===== src/rtl/bcd_chain_counter.sv =====
// rtl/bcd_chain_counter.sv - cascaded BCD up/down counter with clear, load, wrap pulses
module bcd_chain_counter #(
    parameter int DIGITS  = 4,
    parameter int MODULUS = 6000
) (
    input  logic                  clk100hz,
    input  logic                  rst,
    input  logic                  en,
    input  logic                  up,
    input  logic                  clr,
    input  logic                  load,
    input  logic [4*DIGITS-1:0]   load_val,
    output logic [4*DIGITS-1:0]   cnt,
    output logic                  carry_out,
    output logic                  borrow_out,
    output logic                  load_err
);

    localparam int W = 4 * DIGITS;

    function automatic logic [W-1:0] to_bcd(input int v);
        int          r;
        logic [W-1:0] res;
        r   = v;
        res = '0;
        for (int i = 0; i < DIGITS; i++) begin
            res[4*i +: 4] = 4'(r % 10);
            r             = r / 10;
        end
        return res;
    endfunction

    // Top of the count range in BCD; with valid digits, BCD vectors order like their decimal values.
    localparam logic [W-1:0] MAX_BCD = to_bcd(MODULUS - 1);

    logic [W-1:0] cnt_q, cnt_d;
    logic         carry_q, carry_d;
    logic         borrow_q, borrow_d;
    logic         lerr_q, lerr_d;

    logic [W-1:0] inc_val;
    logic [W-1:0] dec_val;
    logic         load_ok;

    always_comb begin
        logic c;
        inc_val = cnt_q;
        c       = 1'b1;
        for (int i = 0; i < DIGITS; i++) begin
            if (c) begin
                if (cnt_q[4*i +: 4] == 4'd9) begin
                    inc_val[4*i +: 4] = 4'd0;
                end else begin
                    inc_val[4*i +: 4] = cnt_q[4*i +: 4] + 4'd1;
                    c                 = 1'b0;
                end
            end
        end
    end

    always_comb begin
        logic b;
        dec_val = cnt_q;
        b       = 1'b1;
        for (int i = 0; i < DIGITS; i++) begin
            if (b) begin
                if (cnt_q[4*i +: 4] == 4'd0) begin
                    dec_val[4*i +: 4] = 4'd9;
                end else begin
                    dec_val[4*i +: 4] = cnt_q[4*i +: 4] - 4'd1;
                    b                 = 1'b0;
                end
            end
        end
    end

    always_comb begin
        logic digits_ok;
        digits_ok = 1'b1;
        for (int i = 0; i < DIGITS; i++) begin
            if (load_val[4*i +: 4] > 4'd9) begin
                digits_ok = 1'b0;
            end
        end
        load_ok = digits_ok && (load_val <= MAX_BCD);
    end

    // Priority: clr over load over en; lower requests in the same cycle are dropped.
    always_comb begin
        cnt_d    = cnt_q;
        carry_d  = 1'b0;
        borrow_d = 1'b0;
        lerr_d   = 1'b0;
        if (clr) begin
            cnt_d = '0;
        end else if (load) begin
            if (load_ok) begin
                cnt_d = load_val;
            end else begin
                lerr_d = 1'b1;
            end
        end else if (en) begin
            if (up) begin
                if (cnt_q == MAX_BCD) begin
                    cnt_d   = '0;
                    carry_d = 1'b1;
                end else begin
                    cnt_d = inc_val;
                end
            end else begin
                if (cnt_q == '0) begin
                    cnt_d    = MAX_BCD;
                    borrow_d = 1'b1;
                end else begin
                    cnt_d = dec_val;
                end
            end
        end
    end

    always_ff @(posedge clk100hz or negedge rst) begin
        if (!rst) begin
            cnt_q    <= '0;
            carry_q  <= 1'b0;
            borrow_q <= 1'b0;
            lerr_q   <= 1'b0;
        end else begin
            cnt_q    <= cnt_d;
            carry_q  <= carry_d;
            borrow_q <= borrow_d;
            lerr_q   <= lerr_d;
        end
    end

    assign cnt        = cnt_q;
    assign carry_out  = carry_q;
    assign borrow_out = borrow_q;
    assign load_err   = lerr_q;

endmodule


===== config.mk =====
export PLATFORM = sky130hd
export DESIGN_NAME = bcd_chain_counter
export DESIGN_NICKNAME = d
export VERILOG_FILES = /design/src/rtl/bcd_chain_counter.sv
export SDC_FILE = /design/constraint.sdc
export NUM_CORES = 1
export LEC_CHECK = 0
export CORE_AREA = 2 2 67 69
export CTS_CLUSTER_SIZE = 30
export DETAILED_ROUTE_END_ITERATION = 12
export DIE_AREA = 0 0 69 71
export PLACE_DENSITY = 0.7
export SYNTH_ARGS = -nofsm -noshare
export SYNTH_HDL_FRONTEND = slang
export SYNTH_SLANG_ARGS = --single-unit

===== constraint.sdc =====
create_clock -name clk100hz -period 2.8 [get_ports clk100hz]
set_input_delay 0.28 -clock clk100hz [delete_from_list [all_inputs] [get_ports clk100hz]]
set_output_delay 0.28 -clock clk100hz [all_outputs]
set_load 0.05 [all_outputs]

# Word level (Yosys, flattened, before mapping)
# Index checks and enable logic that the tools add are counted.
# word_totals
latch_bits	0
n_memories	0
ram_bits	0
mem_bits_ro	0
out_inout_bits	19
ff_bits	19
# classes
n_mux	48
shifts	0
n_eq_ne	9
magnitude_cmp	5
bitwise_logic	0
n_addsub	8
div_mod_pow	0
mul	0
n_reduce_logical	14
# ops
op	count
2-to-1 mux 16 bit	7
2-to-1 mux 4 bit	14
2-to-1 mux 1 bit	27
adder 4 x 1 -> 4 bit, second input constant	4
== test 16 x 15 -> 1 bit, second input constant	1
== test 4 bit, second input constant	4
> comparator 4 bit, second input constant	4
<= comparator 16 x 15 -> 1 bit, second input constant	1
zero test 16 bit	1
zero test 4 bit	4
subtractor 4 x 1 -> 4 bit, second input constant	4
inequality test 5 x 1 -> 1 bit, second input constant	3
nonzero test 5 bit	3
AND reduction 4 bit	3
inequality test 3 x 2 -> 1 bit, second input constant	1
nonzero test 3 bit	1
AND reduction 2 bit	1
logical AND 1 bit	1

# Logic depth before layout (Yosys ltp)
# Gate-level depths: netlist of run 1.
# logic_depth
depth_word	10
depth_mapped	7
mapped_depth_nobuf	7

# Least setup slack after synthesis of run 1
# OpenSTA, ideal clock, no wires.
# synth_timing
path_type	reg2reg
startpoint	register cnt_q[4], in the netlist cnt[4]
endpoint	register cnt_q[8], in the netlist cnt[8]
stages_incl_launch_ff	8
setup_time_ns	0.125
setup_slack_ns	0.480
t_arrival_ns	2.195
path_cell_list	dfrtp_1 -> inv_1 -> ha_1 -> and4bb_2 -> a21oi_1 -> a21oi_1 -> o31ai_2 -> mux2_2
# synth_between
elab_chain_cells	6
# synth_rtl
item	line_no	rtl
start: declaration	36	logic [W-1:0] cnt_q, cnt_d;
start signal: assignment	128	cnt_q <= cnt_d;
== test 16 x 15 -> 1 bit / zero test 16 bit (equally long branches)	104, 111	
2-to-1 mux 16 bit (on tied branches)	104, 111	
2-to-1 mux 16 bit	103	if (up) begin
2-to-1 mux 16 bit	102	end else if (en) begin
2-to-1 mux 16 bit	96	end else if (load) begin
2-to-1 mux 16 bit	94	if (clr) begin
# Several ways; a longest one is shown, not always the timed one. The select of a mux whose other input is x is not followed.
# A chain may end at the register's enable or synchronous reset.

# Worst setup path in the final report of run 1
# Ends and elaborated chain as after synthesis.

==> run summary, run 1 <==
Worst-Margin Slew: 0.9640 ns
Asr flop ratio synth: 1.000
Setup Total Neg Slack: 0 ns
Area occupied by registers: 475.5 um^2
Worst ir drop on vdd: 0.2287 mV
Relative slew margins: 0.3553
Post-synth top area cell: dfrtp_1
Final clock skew: 0.003455 ns
Clock Path Buffers: 2
Final layout net count: 282
Clk root buf: clkbuf_8
Mean area per synthesized cell: 8.330 um^2
Critical register-to-register path endpoint: cnt[8]$_DFFE_PN0P_
RSZ-0062 raised after global routing: false
Static Leak: 0.9182 nW
Cell Rows: 24
Synthesized Nets: 247
Total wire length: 4943 um
WHS: 0.5534 ns
Global-route wire length before repair: 7990 um
Most used standard cell by instance count after synthesis: o21ai_0
HP Class: primary input to asynchronous set/reset pin
Int Power: 0.0006477 W
Critical path class: flop to flop
# fillers: 384
Die Ht: 71 um
YS warnings: 0
Num CTS Buffers: 3
Diodes inserted: 0
Layout cells sized above 1: 0.07600
Synth Register Bits: 19
Status: finished clean
Residual DRC: 0
Wire length per cell: 16.37 um
RD Place Congestion: 0.8302
Startpoint Class: flop
Reg power frac: 0.339
Pwr/cell area: 501.4 mW/mm^2
Synthesized netlist cell count: 216
Final period util: 0.8180
Global Route Usage Sum: 0.1990
Top cell type's share of synthesized area: 0.2643
Clock Sinks: 19
Clk Latency, worst-skew pair: 0.26 ns
Top post-synthesis cells by area: dfrtp_1, ha_1, o21ai_0
Crit Path Max Fanout: 7
FF-to-FF Start: cnt[4]$_DFFE_PN0P_
CP arrival: 2.44 ns
Via count: 1836
Drt initial violations: 140
H-Tree Depth: 1
Die Span X: 69 um
Post-synth EDFFs: 0
Setup Buffers After CTS: 0
Setup violators final: 0
Max Cap Viol: 0
Post-Syn Area: 0.001799 mm^2
Switching share of power: 0.4324
TritonCTS clock tree: yes
Final min period: 2.290 ns
Number of I/O pins: 41
Endpoint class of the critical path: flop
Vias per cell: 6.079
Primary FF master, synth: dfrtp_1
Most frequent cells after synthesis: o21ai_0, dfrtp_1, nand2_1
Slew Limit Fails: 0
Endpoints failing hold: 0
Core area: 0.004204 mm^2
Combinational share of power: 0.487
WP data required: 2.95 ns
NetSw: 0.0004935 W
Max Clock Freq: 0.4366 GHz
Post-route ant nets: 0
Initial antenna violation count: 0
Post-DP HPWL: 3617 um
Post-CTS Hold Fix Bufs: 0
R2r setup slk: 0.51 ns
Initial Util: 0.4280
Area Overhead vs Synth: 26.49%
Pin count of the biggest net entering global routing: 21
Post-synth cell types: 57
Multi-input gate area: 0.001204 mm^2
First-pass DRT Iterations: 4
Post-CTS sizing: 0
IO buf count: 40
Worst Reg-to-Reg Cells: 7
Die ar.: 0.004899 mm^2
Sequential fraction of the synthesis area: 0.2643
Tot Pwr: 0.001141 W
Total global routing overflow: 0
Power share of the clock group: 0.174
Vias in the first global route: 1687
Worst-path clk slew: 0.08 ns
## stage by stage
step                std cells    util  area, um^2  worst slack (ns)
floorplan                 216       -        1799            0.4798
finish                    302  0.5414        2276            0.5097
global route              302  0.5414        2276            0.3474
detailed placement        298  0.5307        2231            0.3628
global placement          298  0.5307        2231            0.4617
CTS                       302  0.5414        2276            0.5262
## critical path, cell delays in order (launching register included)
cell      delay [ns]
dfrtp_1         0.47
inv_1           0.12
ha_1            0.28
and4bb_2        0.28
a21oi_1         0.15
a21oi_1         0.08
o31ai_2         0.41
mux2_2          0.39
## state kept, by name, indices dropped and copies added, names as in the netlist
register    flops
load_err        1
carry_out       1
cnt            16
borrow_out      1
## layer usage
layer	routed length, um	vias to the layer above	part of all wire	global-route usage
met5	0	-	0	0
met4	46	0	0.0093	0.04357
met3	330	6	0.067	0.03276
met2	2300	71	0.47	0.3355
met1	2265	877	0.46	0.2697
li1	-	882	-	-
## area by class of cell
class / count / share of cell area
clock buffer: 4 / 0.01979
inverter: 15 / 0.02474
timing repair buffer: 44 / 0.1891
multi-input combinational: 168 / 0.5289
tap: 52 / 0.02859
sequential: 19 / 0.2089
## power by group through the flow
stage | Clock [W] | Sequential (W) | Combinational (W)
final | 0.000199 | 0.000386 | 0.000556
after global routing | 0.000214 | 0.000397 | 0.000598
after CTS | 0.000204 | 0.000385 | 0.000554
after detailed placement | 0 | 0.000391 | 0.000551
after global placement | 0 | 0.000390 | 0.000548
after floorplan | 0 | 0.000473 | 0.000294
## kinds of logic after synthesis
family,Yosys count,share of synthesized area
buffers and inverters,29,0.06676
AO/OA/AOI/OAI,83,0.3269
XOR/XNOR,1,0.004869
multiplexers,10,0.06676
AND/OR/NAND/NOR,65,0.2079
adder cells (fa/ha/maj),9,0.06259
flip-flops,19,0.2643
## worst max path at each step
stage / slack [ns] / from / endpoint
6_report: 0.51 / cnt[4]$_DFFE_PN0P_ / cnt[8]$_DFFE_PN0P_
5_1_grt: 0.35 / cnt[4]$_DFFE_PN0P_ / cnt[8]$_DFFE_PN0P_
4_1_cts: 0.53 / cnt[4]$_DFFE_PN0P_ / cnt[10]$_DFFE_PN0P_
3_5_place_dp: 0.36 / up / cnt[6]$_DFFE_PN0P_
3_3_place_gp: 0.46 / up / cnt[6]$_DFFE_PN0P_
2_1_floorplan: 0.48 / cnt[4]$_DFFE_PN0P_ / cnt[8]$_DFFE_PN0P_
## cell usage in the layout, fill, tap and decap left out, types with 2 or more instances in the layout
| cell type | instances |
|---|---|
| o2bb2ai_1 | 2 |
| a22o_1 | 6 |
| o21ai_0 | 20 |
| ha_1 | 9 |
| inv_1 | 15 |
| o211ai_1 | 5 |
| a211oi_1 | 2 |
| o211a_1 | 2 |
| buf_4 | 4 |
| nor2b_1 | 3 |
| o21bai_1 | 5 |
| clkbuf_8 | 3 |
| a21oi_1 | 12 |
| and3b_1 | 5 |
| nand3_1 | 7 |
| clkdlybuf4s50_1 | 40 |
| nand2b_1 | 6 |
| nor2_1 | 10 |
| a2111oi_0 | 2 |
| nand2_1 | 18 |
| nor3b_1 | 2 |
| a22oi_1 | 2 |
| nor4b_1 | 4 |
| and2_1 | 2 |
| a31oi_1 | 4 |
| dfrtp_1 | 19 |
| mux2_2 | 6 |
| a21o_1 | 3 |
| o221ai_1 | 2 |
| mux2i_1 | 3 |
Note: power is estimated with default switching activity, not from simulation.
==> run 2: changes to the inputs <==
- PLACE_DENSITY: 0.7 -> 0.73
- clock period: 2.8 -> 2 ns (I/O delays scaled with it)
==> run 2 against run 1 <==
  * First-iteration DRC count rose by 1.4%
  * Global-route usage rose by 2.1 points
  * Count of clock-buffer cells in the layout fell by 1
  * Combinational power rose by 74%
  * Cell count rose by 11%
  * Die area did not move
  * Non-clock buffer count rose by 32
  * Critical path type unchanged
  * Critical endpoint unchanged
  * Highest routed layer unchanged
==> run summary, run 2 (synthesis gave the netlist of run 1 again) <==
Status: finished clean (unchanged)
Worst-path clk slew: 0.08 ns (about the same)
Die Span X: 69 um (unchanged)
Startpoint Class: flop (unchanged)
Area Overhead vs Synth: 43.39% (was 26.49%)
Via count: 1918 (was 1836)
Max Clock Freq: 0.5150 GHz (was 0.4366 GHz)
FF-to-FF Start: cnt[0]$_DFFE_PN0P_ (was cnt[4]$_DFFE_PN0P_)
First-pass DRT Iterations: 4 (unchanged)
Clock Path Buffers: 2 (unchanged)
CP arrival: 2.09 ns (was 2.44 ns)
Die Ht: 71 um (unchanged)
Layout cells sized above 1: 0.2553 (was 0.07600)
Max FFs per register: 16 (unchanged)
Critical register-to-register path endpoint: cnt[8]$_DFFE_PN0P_ (unchanged)
Wire length per cell: 15.34 um (was 16.37 um)
Area occupied by registers: 485.5 um^2 (was 475.5 um^2)
Global Route Usage Sum: 0.2200 (was 0.1990)
Endpoints failing hold: 0 (unchanged)
Worst path slowest cell: dfrtp_2 (was dfrtp_1)
Final min period: 1.942 ns (was 2.290 ns)
IO buf count: 40 (unchanged)
Worst Reg-to-Reg Cells: 7 (unchanged)
Cell Rows: 24 (unchanged)
Pin count of the biggest net entering global routing: 21 (unchanged)
Multi-input gate area: 0.001256 mm^2 (was 0.001204 mm^2)
Final layout net count: 314 (was 282)
Critical Path Source: cnt[0]$_DFFE_PN0P_ (was cnt[4]$_DFFE_PN0P_)
Die ar.: 0.004899 mm^2 (unchanged)
Vias in the first global route: 1844 (was 1687)
# fillers: 392 (was 384)
Vias per cell: 5.743 (was 6.079)
DP Worst Slack: -0.01436 ns (was 0.3628 ns)
Post-route ant nets: 0 (unchanged)
Largest delay share family, worst path: compound AO/OA/AOI/OAI gates (unchanged)
Clk root buf: clkbuf_8 (unchanged)
Post-CTS Hold Fix Bufs: 0 (unchanged)
Initial Util: 0.4280 (unchanged)
Static Leak: 1.080 nW (was 0.9182 nW)
Slew Limit Fails: 0 (unchanged)
Num CTS Buffers: 3 (unchanged)
Total global routing overflow: 0 (unchanged)
Global-route wire length before repair: 8880 um (was 7990 um)
RSZ-0062 raised after global routing: true (was false)
Endpoint class of the critical path: flop (unchanged)
Relative slew margins: 0.6543 (was 0.3553)
WP data required: 2.15 ns (was 2.95 ns)
Residual DRC: 0 (unchanged)
Worst-Margin Slew: 0.5170 ns (was 0.9640 ns)
Cell depth of the worst setup path: 7 (unchanged)
Number of I/O pins: 41 (unchanged)
Clk Latency, worst-skew pair: 0.26 ns (about the same)
Final clock skew: 0.001399 ns (was 0.003455 ns)
Clock Sinks: 19 (unchanged)
Final std cells w/o fill: 334 (was 302)
Max Cap Viol: 0 (unchanged)
Most common cell after layout, fill and taps aside: clkdlybuf4s50_1 (unchanged)
H-Tree Depth: 1 (unchanged)
Critical path class: flop to flop (unchanged)
Initial antenna violation count: 0 (unchanged)
Slack of the critical path: 0.05812 ns (was 0.5097 ns)
Dpl cells: 328 (was 298)
Bufs and invs on worst path: 1 (unchanged)
Final period util: 0.9709 (was 0.8180)
Worst ir drop on vdd: 0.3147 mV (was 0.2287 mV)
Drt initial violations: 142 (was 140)
Core area: 0.004204 mm^2 (unchanged)
HP Class: primary input to asynchronous set/reset pin (unchanged)
Crit Path Max Fanout: 4 (was 7)
Slowest stage delay, CP: 0.40 ns (was 0.47 ns)
Critical-path cell list: inv_2 > ha_2 > and4bb_2 > a21oi_1 > a21oi_2 > o31ai_2 > mux2_2 (was inv_1 > ha_1 > and4bb_2 > a21oi_1 > a21oi_1 > o31ai_2 > mux2_2)
Leading cell types in the layout, fill and taps excluded: clkdlybuf4s50_1, buf_4, o21ai_0 (was clkdlybuf4s50_1, o21ai_0, dfrtp_1)
Setup violators final: 0 (unchanged)
R2r setup slk: 0.06 ns (was 0.51 ns)
Capture point of the critical path: cnt[8]$_DFFE_PN0P_ (unchanged)
Diodes inserted: 0 (unchanged)
Pwr/cell area: 673.9 mW/mm^2 (was 501.4 mW/mm^2)
TritonCTS clock tree: yes (unchanged)
RD Place Congestion: 0.9011 (was 0.8302)
Post-DP HPWL: 4017 um (was 3617 um)
Total wire length: 5123 um (was 4943 um)
## run 2: cell types whose count changed in the layout (fill, tap and decap cells not counted), moves of 2 or more
cell and delta:
dfrtp_2 +8, dfrtp_1 -8, inv_1 -4, inv_2 +4
ha_1 -2, buf_4 +32, nor4b_1 -2
## run 2: per-stage QoR
step           TNS [ns]  area (um^2)  hold WS, ns    util  power, W
2_1_floorplan   -0.1790         1837     -0.09559       -  0.001094
4_1_cts               0         2540       0.2791  0.6042  0.001728
3_5_place_dp   -0.01978         2494       0.5528  0.5932  0.001450
3_3_place_gp   -0.02042         2494       0.5458  0.5932  0.001438
6_report              0         2580       0.2673  0.6137  0.001739
5_1_grt        -0.08282         2580       0.2887  0.6137  0.001852
## run 2: worst min-delay path by stage
stage                              startpoint                    to  slack [ns]  cells past startpoint
after CTS                                 rst   cnt[11]$_DFFE_PN0P_        0.28                      2
after global routing                      rst    cnt[8]$_DFFE_PN0P_        0.29                      2
final                                     rst   cnt[11]$_DFFE_PN0P_        0.27                      2
after global placement     cnt[8]$_DFFE_PN0P_    cnt[8]$_DFFE_PN0P_        0.55                      1
after floorplan                           rst  borrow_out$_DFF_PN0_        -0.1                      0
after detailed placement  cnt[14]$_DFFE_PN0P_  borrow_out$_DFF_PN0_        0.55                      2
## run 2: timing repair
action                                  CTS  global route
gates resized for setup                   0             6
endpoints found under the setup margin    0             6
buffers inserted                          0             2
## run 2: area by class of cell
class	instances	area share
Clock inverter	1	0.001940
Inverter	15	0.02182
Sequential cell	19	0.1882
Multi-Input combinational cell	168	0.4869
Timing Repair Buffer	76	0.2599
Tap cell	52	0.02522
Clock buffer	3	0.01600
## run 2: per-layer routing
metal	vias to the layer above	global-route usage	routed length, um
li1	947	-	-
met1	912	0.3111	2388
met2	53	0.3622	2469
met3	6	0.02279	215
met4	0	0.05664	50
met5	-	0	0
## run 2: where the power goes
| part | internal, W | switching [W] | leakage (nW) |
|---|---|---|---|
| logic | 0.000437 | 0.000531 | 0.816 |
| clock network | 0.000139 | 0.000138 | 0.0255 |
| registers | 0.000435 | 0.0000596 | 0.238 |
==> run 3: changes to the inputs <==
- CTS_CLUSTER_DIAMETER: unset -> 30
- SKIP_LAST_GASP: unset -> 1
==> run 3 against run 2 <==
  * Die area unchanged
  * Via count is 0.42% lower
  * Final area shrank 0.15%
  * Cell count unchanged
  * Worst hold slack is essentially flat
  * Worst setup slack got worse by 0.0060 ns
  * First-iteration DRC count decreased by 3.5%
  * Clock power about the same
  * Sequential power about the same
  * Register-to-register slack is essentially flat
  * Global-route usage did not move
  * Highest routed layer unchanged
==> run summary, run 3 (synthesis gave the netlist of run 1 again) <==
Clk root buf: clkbuf_8 (unchanged)
Critical path class: flop to flop (unchanged)
IO buf count: 40 (unchanged)
Static Leak: 1.079 nW (was 1.080 nW)
Num CTS Buffers: 3 (unchanged)
Post-route ant nets: 0 (unchanged)
Area Overhead vs Synth: 43.18% (was 43.39%)
Die Span X: 69 um (unchanged)
Max Cap Viol: 0 (unchanged)
Status: finished clean (unchanged)
Pwr/cell area: 674.8 mW/mm^2 (was 673.9 mW/mm^2)
Fin area: 0.002576 mm^2 (was 0.002580 mm^2)
Crit Path Max Fanout: 4 (unchanged)
Worst ir drop on vdd: 0.3147 mV (about the same)
HP Class: primary input to asynchronous set/reset pin (unchanged)
Worst-Margin Slew: 0.5182 ns (was 0.5170 ns)
Layout cells sized above 1: 0.2518 (was 0.2553)
Endpoint class of the critical path: flop (unchanged)
Post-CTS Hold Fix Bufs: 0 (unchanged)
Reg power frac: 0.284 (about the same)
Cell area after placement: 0.002494 mm^2 (unchanged)
Final clock skew: 0.001746 ns (was 0.001399 ns)
Die Ht: 71 um (unchanged)
Most common cell after layout, fill and taps aside: clkdlybuf4s50_1 (unchanged)
Int Power: 0.001010 W (about the same)
Global Route Usage Sum: 0.2200 (unchanged)
NetSw: 0.0007287 W (was 0.0007284 W)
Max FFs per register: 16 (unchanged)
Post-DP HPWL: 4017 um (unchanged)
TritonCTS clock tree: yes (unchanged)
Diodes inserted: 0 (unchanged)
Final period util: 0.9739 (was 0.9709)
Setup Total Neg Slack: 0 ns (unchanged)
Total global routing overflow: 0 (unchanged)
Worst-path clk slew: 0.08 ns (about the same)
Relative slew margins: 0.6535 (was 0.6543)
Tot Pwr: 0.001738 W (was 0.001739 W)
Leading cell types in the layout, fill and taps excluded: clkdlybuf4s50_1, buf_4, o21ai_0 (unchanged)
Switching share of power: 0.4192 (was 0.4190)
Final min period: 1.948 ns (was 1.942 ns)
Vias per cell: 5.719 (was 5.743)
Initial antenna violation count: 0 (unchanged)
Number of I/O pins: 41 (unchanged)
Clock Sinks: 19 (unchanged)
Wire length per cell: 15.35 um (was 15.34 um)
Startpoint Class: flop (unchanged)
WP data required: 2.15 ns (about the same)
Max Clock Freq: 0.5134 GHz (was 0.5150 GHz)
First-pass DRT Iterations: 4 (unchanged)
Global-route wire length before repair: 8880 um (unchanged)
RSZ-0062 raised after global routing: true (unchanged)
Cell Rows: 24 (unchanged)
Total wire length: 5127 um (was 5123 um)
Core area: 0.004204 mm^2 (unchanged)
Via count: 1910 (was 1918)
Drt initial violations: 137 (was 142)
Pin count of the biggest net entering global routing: 21 (unchanged)
Clk Latency, worst-skew pair: 0.26 ns (about the same)
RD Place Congestion: 0.9011 (unchanged)
H-Tree Depth: 1 (unchanged)
Endpoints failing hold: 0 (unchanged)
Vias in the first global route: 1844 (unchanged)
Power share of the clock group: 0.159 (about the same)
Initial Util: 0.4280 (unchanged)
R2r setup slk: 0.05 ns (was 0.06 ns)
Setup violators final: 0 (unchanged)
Combinational share of power: 0.557 (about the same)
Clock Path Buffers: 2 (unchanged)
Die ar.: 0.004899 mm^2 (unchanged)
Slew Limit Fails: 0 (unchanged)
Final layout net count: 314 (unchanged)
Residual DRC: 0 (unchanged)
CP arrival: 2.10 ns (was 2.09 ns)
[run 3: per-stage QoR]
step           hold WS [ns]  utilization  instances  worst slack (ns)
6_report             0.2671       0.6128        334           0.05211
3_5_place_dp         0.5528       0.5932        328          -0.01436
2_1_floorplan      -0.09559            -        216          -0.08948
5_1_grt              0.2887       0.6128        334          -0.04233
4_1_cts              0.2791       0.6042        332           0.01967
3_3_place_gp         0.5458       0.5932        328          -0.01973
[run 3: layout make-up]
| cell class | count | area [um^2] |
|---|---|---|
| Clock buffer | 3 | 41.29 |
| Clock inverter | 1 | 5.005 |
| Fill cell | 394 | 1628 |
| Inverter | 15 | 56.30 |
| Multi-Input combinational cell | 168 | 1252 |
| Sequential cell | 19 | 485.5 |
| Tap cell | 52 | 65.06 |
| Timing Repair Buffer | 76 | 670.6 |
[run 3: per-layer routing]
metal,global-route usage,routed length (um),vias to the layer above
met5,0,0,-
met4,0.05664,48,0
met3,0.02279,230,6
met2,0.3622,2471,51
met1,0.3111,2376,907
li1,-,-,946
[run 3: path summary, 6_finish.rpt]
kind                            depth (start not counted)                 from                   end
worst max-delay path                                    7   cnt[0]$_DFFE_PN0P_    cnt[8]$_DFFE_PN0P_
worst min-delay path                                    2                  rst   cnt[11]$_DFFE_PN0P_
worst max register to register                          7   cnt[0]$_DFFE_PN0P_    cnt[8]$_DFFE_PN0P_
worst min register to register                          2  cnt[14]$_DFFE_PN0P_  borrow_out$_DFF_PN0_
max in group asynchronous                               2                  rst    cnt[5]$_DFFE_PN0P_
min in group clk100hz                                   2  cnt[14]$_DFFE_PN0P_  borrow_out$_DFF_PN0_
[run 3: critical path, cell delays in order (launching register included)]
cell      delay, ns
dfrtp_2        0.40
inv_2          0.05
ha_2           0.19
and4bb_2       0.26
a21oi_1        0.13
a21oi_1        0.09
o31ai_2        0.35
mux2_2         0.38
[run 3: repair_timing]
action / CTS / global route
setup buffers: 0 / 2
resized for setup: 0 / 5
endpoints found under the setup margin: 0 / 6
[run 3: power by group through the flow]
| stage | sequential (W) | combinational [W] | clock, W |
|---|---|---|---|
| detailed placement | 0.000501 | 0.000948 | 0 |
| CTS | 0.000494 | 0.000952 | 0.000283 |
| floorplan | 0.000670 | 0.000424 | 0 |
| global placement | 0.000500 | 0.000937 | 0 |
| finish | 0.000494 | 0.000968 | 0.000277 |
| global route | 0.000502 | 0.00105 | 0.000297 |
